File: src/rtl/hazard_scoreboard_pkg.sv
// Shared pipeline constants for the RV32I core: register addressing and the
// producer latency codes the decoder drives into the hazard scoreboard.
package hazard_scoreboard_pkg;
  localparam int REG_ADDR_W = 5;
  localparam int NREG       = 32;
  localparam int LAT_W      = 2;

  localparam logic [LAT_W-1:0] LAT_NONE = 2'd0;
  localparam logic [LAT_W-1:0] LAT_ALU  = 2'd1;
  localparam logic [LAT_W-1:0] LAT_LOAD = 2'd2;

  typedef logic [REG_ADDR_W-1:0] reg_addr_t;
endpackage

File: src/rtl/hazard_scoreboard_entry.sv
// One per-register countdown: decrements toward zero every unfrozen cycle and
// takes the later of its own remaining time and a newly issued writer's latency.
module hazard_scoreboard_entry #(
  parameter int LAT_W = hazard_scoreboard_pkg::LAT_W
) (
  input  logic             clk,
  input  logic             rst_n,
  input  logic             hold,
  input  logic             wr_en,
  input  logic [LAT_W-1:0] wr_lat,
  output logic [LAT_W-1:0] cnt
);
  logic [LAT_W-1:0] dec;

  always_comb begin
    dec = '0;
    if (cnt != '0) dec = cnt - 1'b1;
  end

  // max() keeps an older long-latency writer visible behind a young short one
  always_ff @(posedge clk or negedge rst_n) begin
    if (!rst_n) begin
      cnt <= '0;
    end else if (!hold) begin
      if (wr_en && (wr_lat > dec)) cnt <= wr_lat;
      else                         cnt <= dec;
    end
  end
endmodule

File: src/rtl/hazard_scoreboard.sv
// ID-stage hazard scoreboard: stalls readers of registers not yet forwardable
// by the time they reach EX. Optional stall counter: HAZARD_SCOREBOARD_PERF_EN.
module hazard_scoreboard
  import hazard_scoreboard_pkg::*;
#(
  parameter int NREG      = hazard_scoreboard_pkg::NREG,
  parameter int LAT_W     = hazard_scoreboard_pkg::LAT_W,
  parameter int STALL_THR = 1
) (
  input  logic                  i_clk,
  input  logic                  i_rst_n,
  input  logic                  i_id_valid,
  input  logic [REG_ADDR_W-1:0] i_id_rs1,
  input  logic [REG_ADDR_W-1:0] i_id_rs2,
  input  logic                  i_id_rs1_used,
  input  logic                  i_id_rs2_used,
  input  logic [REG_ADDR_W-1:0] i_id_rd,
  input  logic                  i_id_regwrite,
  input  logic [LAT_W-1:0]      i_id_lat,
  input  logic                  i_flush,
  input  logic                  i_hold,
  output logic                  o_stall,
  output logic                  o_issue,
  output logic [NREG-1:0]       o_busy
`ifdef HAZARD_SCOREBOARD_PERF_EN
  ,
  output logic [31:0]           o_stall_cnt
`endif
);
  localparam logic [LAT_W-1:0] THR = LAT_W'(STALL_THR);

  logic [LAT_W-1:0] cnt [NREG];
  logic             haz_rs1;
  logic             haz_rs2;

  assign cnt[0]    = '0;
  assign o_busy[0] = 1'b0;

  for (genvar r = 1; r < NREG; r++) begin : g_entry
    logic wr_en;
    assign wr_en = o_issue && i_id_regwrite && (i_id_rd == REG_ADDR_W'(r));

    hazard_scoreboard_entry #(.LAT_W(LAT_W)) u_entry (
      .clk    (i_clk),
      .rst_n  (i_rst_n),
      .hold   (i_hold),
      .wr_en  (wr_en),
      .wr_lat (i_id_lat),
      .cnt    (cnt[r])
    );

    assign o_busy[r] = (cnt[r] != '0);
  end

  assign haz_rs1 = i_id_rs1_used && (i_id_rs1 != '0) && (cnt[i_id_rs1] > THR);
  assign haz_rs2 = i_id_rs2_used && (i_id_rs2 != '0) && (cnt[i_id_rs2] > THR);

  // Gating with reset keeps both pipeline controls quiet while the core is held in reset
  assign o_stall = i_rst_n && i_id_valid && !i_flush && (haz_rs1 || haz_rs2);
  assign o_issue = i_rst_n && i_id_valid && !o_stall && !i_flush && !i_hold;

`ifdef HAZARD_SCOREBOARD_PERF_EN
  always_ff @(posedge i_clk or negedge i_rst_n) begin
    if (!i_rst_n)                o_stall_cnt <= '0;
    else if (o_stall && !i_hold) o_stall_cnt <= o_stall_cnt + 32'd1;
  end
`endif
endmodule

File: config.mk
export PLATFORM = sky130hd
export DESIGN_NAME = hazard_scoreboard
export DESIGN_NICKNAME = d
export VERILOG_FILES = /design/src/rtl/hazard_scoreboard_pkg.sv /design/src/rtl/hazard_scoreboard_entry.sv /design/src/rtl/hazard_scoreboard.sv
export SDC_FILE = /design/constraint.sdc
export NUM_CORES = 1
export LEC_CHECK = 0
export CAP_MARGIN = 20
export CORE_AREA = 2 2 101 103
export DETAILED_ROUTE_END_ITERATION = 16
export DIE_AREA = 0 0 103 105
export PLACE_DENSITY = 0.92
export SETUP_SLACK_MARGIN = 0.3
export SLEW_MARGIN = 5
export SYNTH_ARGS = -nofsm -noshare
export SYNTH_HDL_FRONTEND = slang
export SYNTH_SLANG_ARGS = --single-unit
File: constraint.sdc
create_clock -name i_clk -period 5.47 [get_ports i_clk]
set_input_delay 0.547 -clock i_clk [delete_from_list [all_inputs] [get_ports i_clk]]
set_output_delay 0.547 -clock i_clk [all_outputs]
set_load 0.02 [all_outputs]
# ---- Yosys cells after proc, flatten, opt, wreduce, memory -nomap -nowiden
# Cells that the tools add are included.
dict set report op_classes {
  addsub 31
  magnitude_cmp 35
  n_eq_ne 31
  muxes 68
  bitwise_logic 2
  n_reduce_logical 110
}
# cell n
set op_table {}
lappend op_table {{2-to-1 mux 2 bit} 66}
lappend op_table {{== test 5 bit (second input constant)} 16}
lappend op_table {{logical AND 1 bit} 73}
lappend op_table {{greater-than comparator 2 bit} 31}
lappend op_table {{nonzero test 2 bit} 31}
lappend op_table {{subtractor 2 x 1 -> 2 bit (second input constant)} 31}
lappend op_table {{== test 5 x 4 -> 1 bit (second input constant)} 8}
lappend op_table {{binary-select mux 2 bit (select 5 bit)} 2}
lappend op_table {{== test 5 x 3 -> 1 bit (second input constant)} 4}
lappend op_table {{>= comparator 6 bit (second input constant)} 2}
lappend op_table {{inverter 5 -> 6 bit} 2}
lappend op_table {{== test 5 x 2 -> 1 bit (second input constant)} 2}
lappend op_table {{nonzero test 5 bit} 2}
lappend op_table {{== test 5 x 1 -> 1 bit (second input constant)} 1}
lappend op_table {{greater-than comparator 2 x 1 -> 1 bit (second input constant)} 2}
lappend op_table {{logical NOT 1 bit} 3}
lappend op_table {{logical OR 1 bit} 1}
dict set report totals {
  register_bits 62
  in_bits 25
  output_inout_bits 34
  wordCells 308
}

# ---- Longest topological paths before layout
dict set report logic_depth {
  depth_word 16
  depth_mapped 9
  mapped_depth_nobuf 7
}

# ---- Modules after synthesis
# Synthesis repeated with hierarchy kept, for this count alone.
dict set report hier_totals {
  hier_cells 725
  area_unflattened_um2 6456.2
}
# mod n_inst cells_per_inst area_per_inst_um2 seq_area_each_um2
set by_module_without_submodules {}
lappend by_module_without_submodules {hazard_scoreboard_entry 31 18 166.4 50.0}
lappend by_module_without_submodules {hazard_scoreboard 1 167 1297.5 0.0}

# ---- Worst setup path before layout
# No wires, ideal clock.
dict set report synth_timing {
  path_type {input port to output port}
  startpoint {input i_id_rs1[0]}
  endpoint {output o_issue}
  t_arrival_ns 2.661
  t_required_ns 4.923
  setup_slack_ns 2.262
  cell_stages 9
  n_path_buf 3
  path_cell_list {buf_6 > mux4_2 > or3b_1 > o311a_1 > a21oi_2 > buf_6 > buf_6 > nand2_1 > nor3_1}
}
dict set report synth_between {
  elab_chain_len 12
  elab_cells_between_ends 14
  classes_between {order compare (1); mux (3); bitwise (1); reduce/logical (9)}
}
# element line_no
set synth_lines {}
lappend synth_lines {{start: declaration} hazard_scoreboard.sv:13} ;# input logic [REG_ADDR_W-1:0] i_id_rs1,
lappend synth_lines {{inverter 5 -> 6 bit (implied by the code)} hazard_scoreboard.sv:55} ;# assign haz_rs1 = i_id_rs1_used && (i_id_rs1 != '0) && (cnt[i_id_rs1] > THR);
lappend synth_lines {{binary-select mux 2 bit (select 5 bit)} hazard_scoreboard.sv:55}
lappend synth_lines {{2-to-1 mux 2 bit (implied by the code) (2 in a row)} hazard_scoreboard.sv:55}
lappend synth_lines {{greater-than comparator 2 x 1 -> 1 bit} hazard_scoreboard.sv:55}
lappend synth_lines {{logical AND 1 bit (*)} hazard_scoreboard.sv:55}
lappend synth_lines {{logical OR 1 bit (*)} hazard_scoreboard.sv:59} ;# assign o_stall = i_rst_n && i_id_valid && !i_flush && (haz_rs1 || haz_rs2);
lappend synth_lines {{logical AND 1 bit (*)} hazard_scoreboard.sv:59}
lappend synth_lines {{logical NOT 1 bit (*)} hazard_scoreboard.sv:60} ;# assign o_issue = i_rst_n && i_id_valid && !o_stall && !i_flush && !i_hold;
lappend synth_lines {{logical AND 1 bit (*) (3 in a row)} hazard_scoreboard.sv:60}
lappend synth_lines {{end: declaration} hazard_scoreboard.sv:23} ;# output logic o_issue,
# Every way passes the cells marked *; elsewhere a longest branch is shown, timed or not. The select of a mux whose other input is x is not followed.

# ---- Final worst setup path
dict set report layout_timing {
  startpoint {input i_id_rs2[0]}
  endpoint {output o_issue}
}
dict set report layout_between {
  elab_chain_len 12
  elab_cells_between_ends 14
  classes_between {order compare (1); mux (3); bitwise (1); reduce/logical (9)}
}
# element line_no
set layout_lines {}
lappend layout_lines {{start: declaration} hazard_scoreboard.sv:14} ;# input logic [REG_ADDR_W-1:0] i_id_rs2,
lappend layout_lines {{inverter 5 -> 6 bit (implied by the code)} hazard_scoreboard.sv:56} ;# assign haz_rs2 = i_id_rs2_used && (i_id_rs2 != '0) && (cnt[i_id_rs2] > THR);
lappend layout_lines {{binary-select mux 2 bit (select 5 bit)} hazard_scoreboard.sv:56}
lappend layout_lines {{2-to-1 mux 2 bit (implied by the code) (2 in a row)} hazard_scoreboard.sv:56}
lappend layout_lines {{greater-than comparator 2 x 1 -> 1 bit} hazard_scoreboard.sv:56}
lappend layout_lines {{logical AND 1 bit (*)} hazard_scoreboard.sv:56}
lappend layout_lines {{logical OR 1 bit (*)} hazard_scoreboard.sv:59}
lappend layout_lines {{logical AND 1 bit (*)} hazard_scoreboard.sv:59}
lappend layout_lines {{logical NOT 1 bit (*)} hazard_scoreboard.sv:60}
lappend layout_lines {{logical AND 1 bit (*) (3 in a row)} hazard_scoreboard.sv:60}
# Marks and branches as above.

==> metrics.md <==
| Metric | Value |
|---|---|
| Status | complete, no violations |
| Die area | ~0.011 mm² |
| DRC errors left | 0 |
| Final Util | roughly two thirds |
| Endpoints failing setup | 0 |
| H-tree depth | 3 |
| Primary FF master, synth | dfrtp_1 |
| R2r setup slk | ~2.4 ns |
| Final ANT Viol Nets | 0 |
| Avg Vias per Cell | 7.09 |
| Clk sink count | between 60 and 70 |
| Yosys reg bits | 62 |
| Number of diodes | 0 |
| Most frequent cell after synthesis | a221o_1 |
| Initial DRC Count | about 500 |
| Critical-path cell list | clkdlybuf4s50_1, mux4_2, o2111a_1, o31ai_4, nand2_1, nor3_1, clkdlybuf4s50_1 |
| GRT Util Overall | 31.1% |
| Unique masters post-synth | 47 |
| Max VDD drop | about 100 µV |
| Largest stage delay on the critical path | slightly below 0.9 ns |
| R2R cell count | 7 |
| Final count of hold timing violations | 0 |
| Worst-Margin Slew | around 1 ns |
| Clock Tree Root | clkbuf_8 |
| Worst setup EP type | primary output |
| DR WL/cell | ~21 µm |
| Layout Skew | 0.0102 ns |
| Cell row count | 36 |
| Worst-path clk slew | around 0.070 ns |
| Nets | 728 |
| IO Pins | 59 |
| DP Wirelength | 10900 µm |
| Biggest register | g_entry.u_entry.cnt |
| Ratio of cells with drive above 1 in the final layout | between 10 and 15% |
| Highest clock rate | 0.242 GHz |
| Multi-input gate area | just under 0.004 mm² |
| Synth top area share | between 20 and 30% |
| Reg area | ~0.0016 mm² |
| Worst-path maximum fanout | 12 |
| Setup TNS | 0 ns |
| Worst setup margin | 1.33 ns |
| RSZ-0062 raised after global routing | false |
| Core ar. | 0.00964 mm² |
| 1st-pass router iterations | 6 |
| Largest net degree at the start of global routing | 94 |
| Reg2Reg Capture Point | g_entry[6].u_entry.cnt[1]$_DFFE_PN0N_ |
| WP data arrival | between 3 and 4 ns |
| Async SR Flop Fraction | 100% |
| Die height | roughly 110 µm |
| CP required | around 4.9 ns |
| CTS buffer count | 9 |
| Fin crit period | 4.14 ns |
| Slew Limit Fails | 0 |
| CTS tree | yes |
| Mapped Cells | 612 |
| Hold_buf cts | 0 |
| First-pass GRT wire length | roughly 27000 µm |
| Headroom to the max-slew limit | about 32% |
| Critical path class | in2out |
| Slowest library cell on the worst path | clkdlybuf4s50_1 |
| Commonest cells post-synth | a221o_1 (63), a31oi_1 (62), dfrtp_1 (62), ha_1 (62), nor2b_1 (62) |
| Yosys warns | 0 |
| Port bufs | 57 |
| Syn Area/Cell | roughly 9.4 µm² |
| Initial core utilization | ~60% |
| Most used cell, CP | clkdlybuf4s50_1 |
| Worst R2R Start | g_entry[11].u_entry.cnt[1]$_DFFE_PN0N_ |
| Final RePlAce weighted congestion | 0.882 |
| Largest register FFs | 62 |
| Die Width | between 100 and 150 µm |
| Total routed wirelength | 16600 µm |
| Number of global-route vias before repair | 5451 |
| Syn_nets | ~700 |
| Fin crit share | 75.7% |
| Post CTS Setup Buffer Count | 0 |
| Clk_lat worst skew | about 0.36 ns |
| Worst min path class | in2async |
| Register area share after synthesis | between 20% and 30% |
| Initial antenna violation count | 0 |
| Vias | around 5500 |
| CP startpoint kind | input port |
| Area leader, netlist | dfrtp_1 |
| Post-place setup slack | 1.38 ns |
| Area contributors post-synth | dfrtp_1 (27%), ha_1 (13%), a221o_1 (11%) |
| Number of enable flip-flop cells after synthesis | 0 |
| Aggregate global routing overflow | 0 |
| CTS Buffer Depth | 2 |
| Mapped Area | approximately 0.0058 mm² |
| Largest registers | g_entry.u_entry.cnt (62) |
| Max-cap viol count | 0 |
| Power Density | roughly 150 mW/mm² |
| Layout area overhead | 12.3% |
| Post-CTS sizing | 0 |
| Fill cells | 737 |
| Leak Pwr | about 0.0029 µW |
[placed cells by master (no fill, tap or decap), types with 12 or more instances in the layout]
cell / Yosys / layout
nand2_1: 35 / 35
a221o_1: 63 / 63
nand2b_1: 31 / 31
a31oi_1: 62 / 62
o21ai_0: 28 / 28
ha_1: 62 / 62
mux4_2: 12 / 12
a211oi_1: 27 / 27
and3_1: 31 / 31
dfrtp_1: 62 / 62
or2_2: 31 / 31
nor2b_1: 62 / 61
clkdlybuf4s50_1: 0 / 55
[cell type report]
type / instances / share of cell area (%)
Clock inverter: 2 / 0.155
Tap cell: 133 / 2.57
Multi-Input combinational cell: 498 / 61.2
Timing Repair Buffer: 64 / 9.48
Inverter: 6 / 0.348
Clock buffer: 12 / 2.25
Sequential cell: 62 / 24.0
[power breakdown]
part / internal (µW) / switching (µW)
Sequential: 458 / 0.327
Combinational: 53.3 / 101
Clock: 171 / 187
[worst max-delay path: cells and delay by family]
family | cells | cell delay, ns
and+or+nand+nor | 2 | 0.35
AOI/OAI and AO/OA | 2 | 0.57
muxes | 1 | 0.58
buffers and inverters | 2 | 1.53
[stage by stage]
| step | instance area [µm²] | hold WS, ns | power (µW) | cells |
|---|---|---|---|---|
| 2_1_floorplan | 5760 | 0.251 | 558 | 612 |
| 3_3_place_gp | 6310 | 0.537 | 610 | 763 |
| 3_5_place_dp | 6310 | 0.547 | 618 | 763 |
| 4_1_cts | 6460 | 0.452 | 966 | 777 |
| 5_1_grt | 6460 | 0.488 | 1000 | 777 |
| 6_report | 6460 | 0.412 | 971 | 777 |
[worst max-delay path by stage]
stage | start | endpoint | slack, ns | depth (start not counted)
after detailed placement | i_id_rs2[0] | o_issue | 1.38 | 7
after global placement | i_id_rs2[0] | o_issue | 1.43 | 7
after floorplan | i_id_rs1[0] | o_issue | 2.26 | 9
after CTS | i_id_rs2[0] | o_issue | 1.34 | 7
after global routing | i_id_rs2[0] | o_issue | 1.19 | 7
final | i_id_rs2[0] | o_issue | 1.33 | 7
[layer usage]
layer	wire length [µm]	GRT usage (%)	vias up
met4	485	12.6	0
li1	-	-	2468
met5	0	0	-
met1	6570	40.1	2677
met2	8120	51.2	316
met3	1380	5.02	51
[kinds of logic after synthesis]
kind of cell | synth area share (%)
simple gates | 22.1
flops | 27.0
buf+inv | 4.63
fa+ha+maj | 13.5
other cells | 0.0651
mux | 6.46
compound gates | 26.3
No activity file was read; power rests on OpenSTA's default activity.
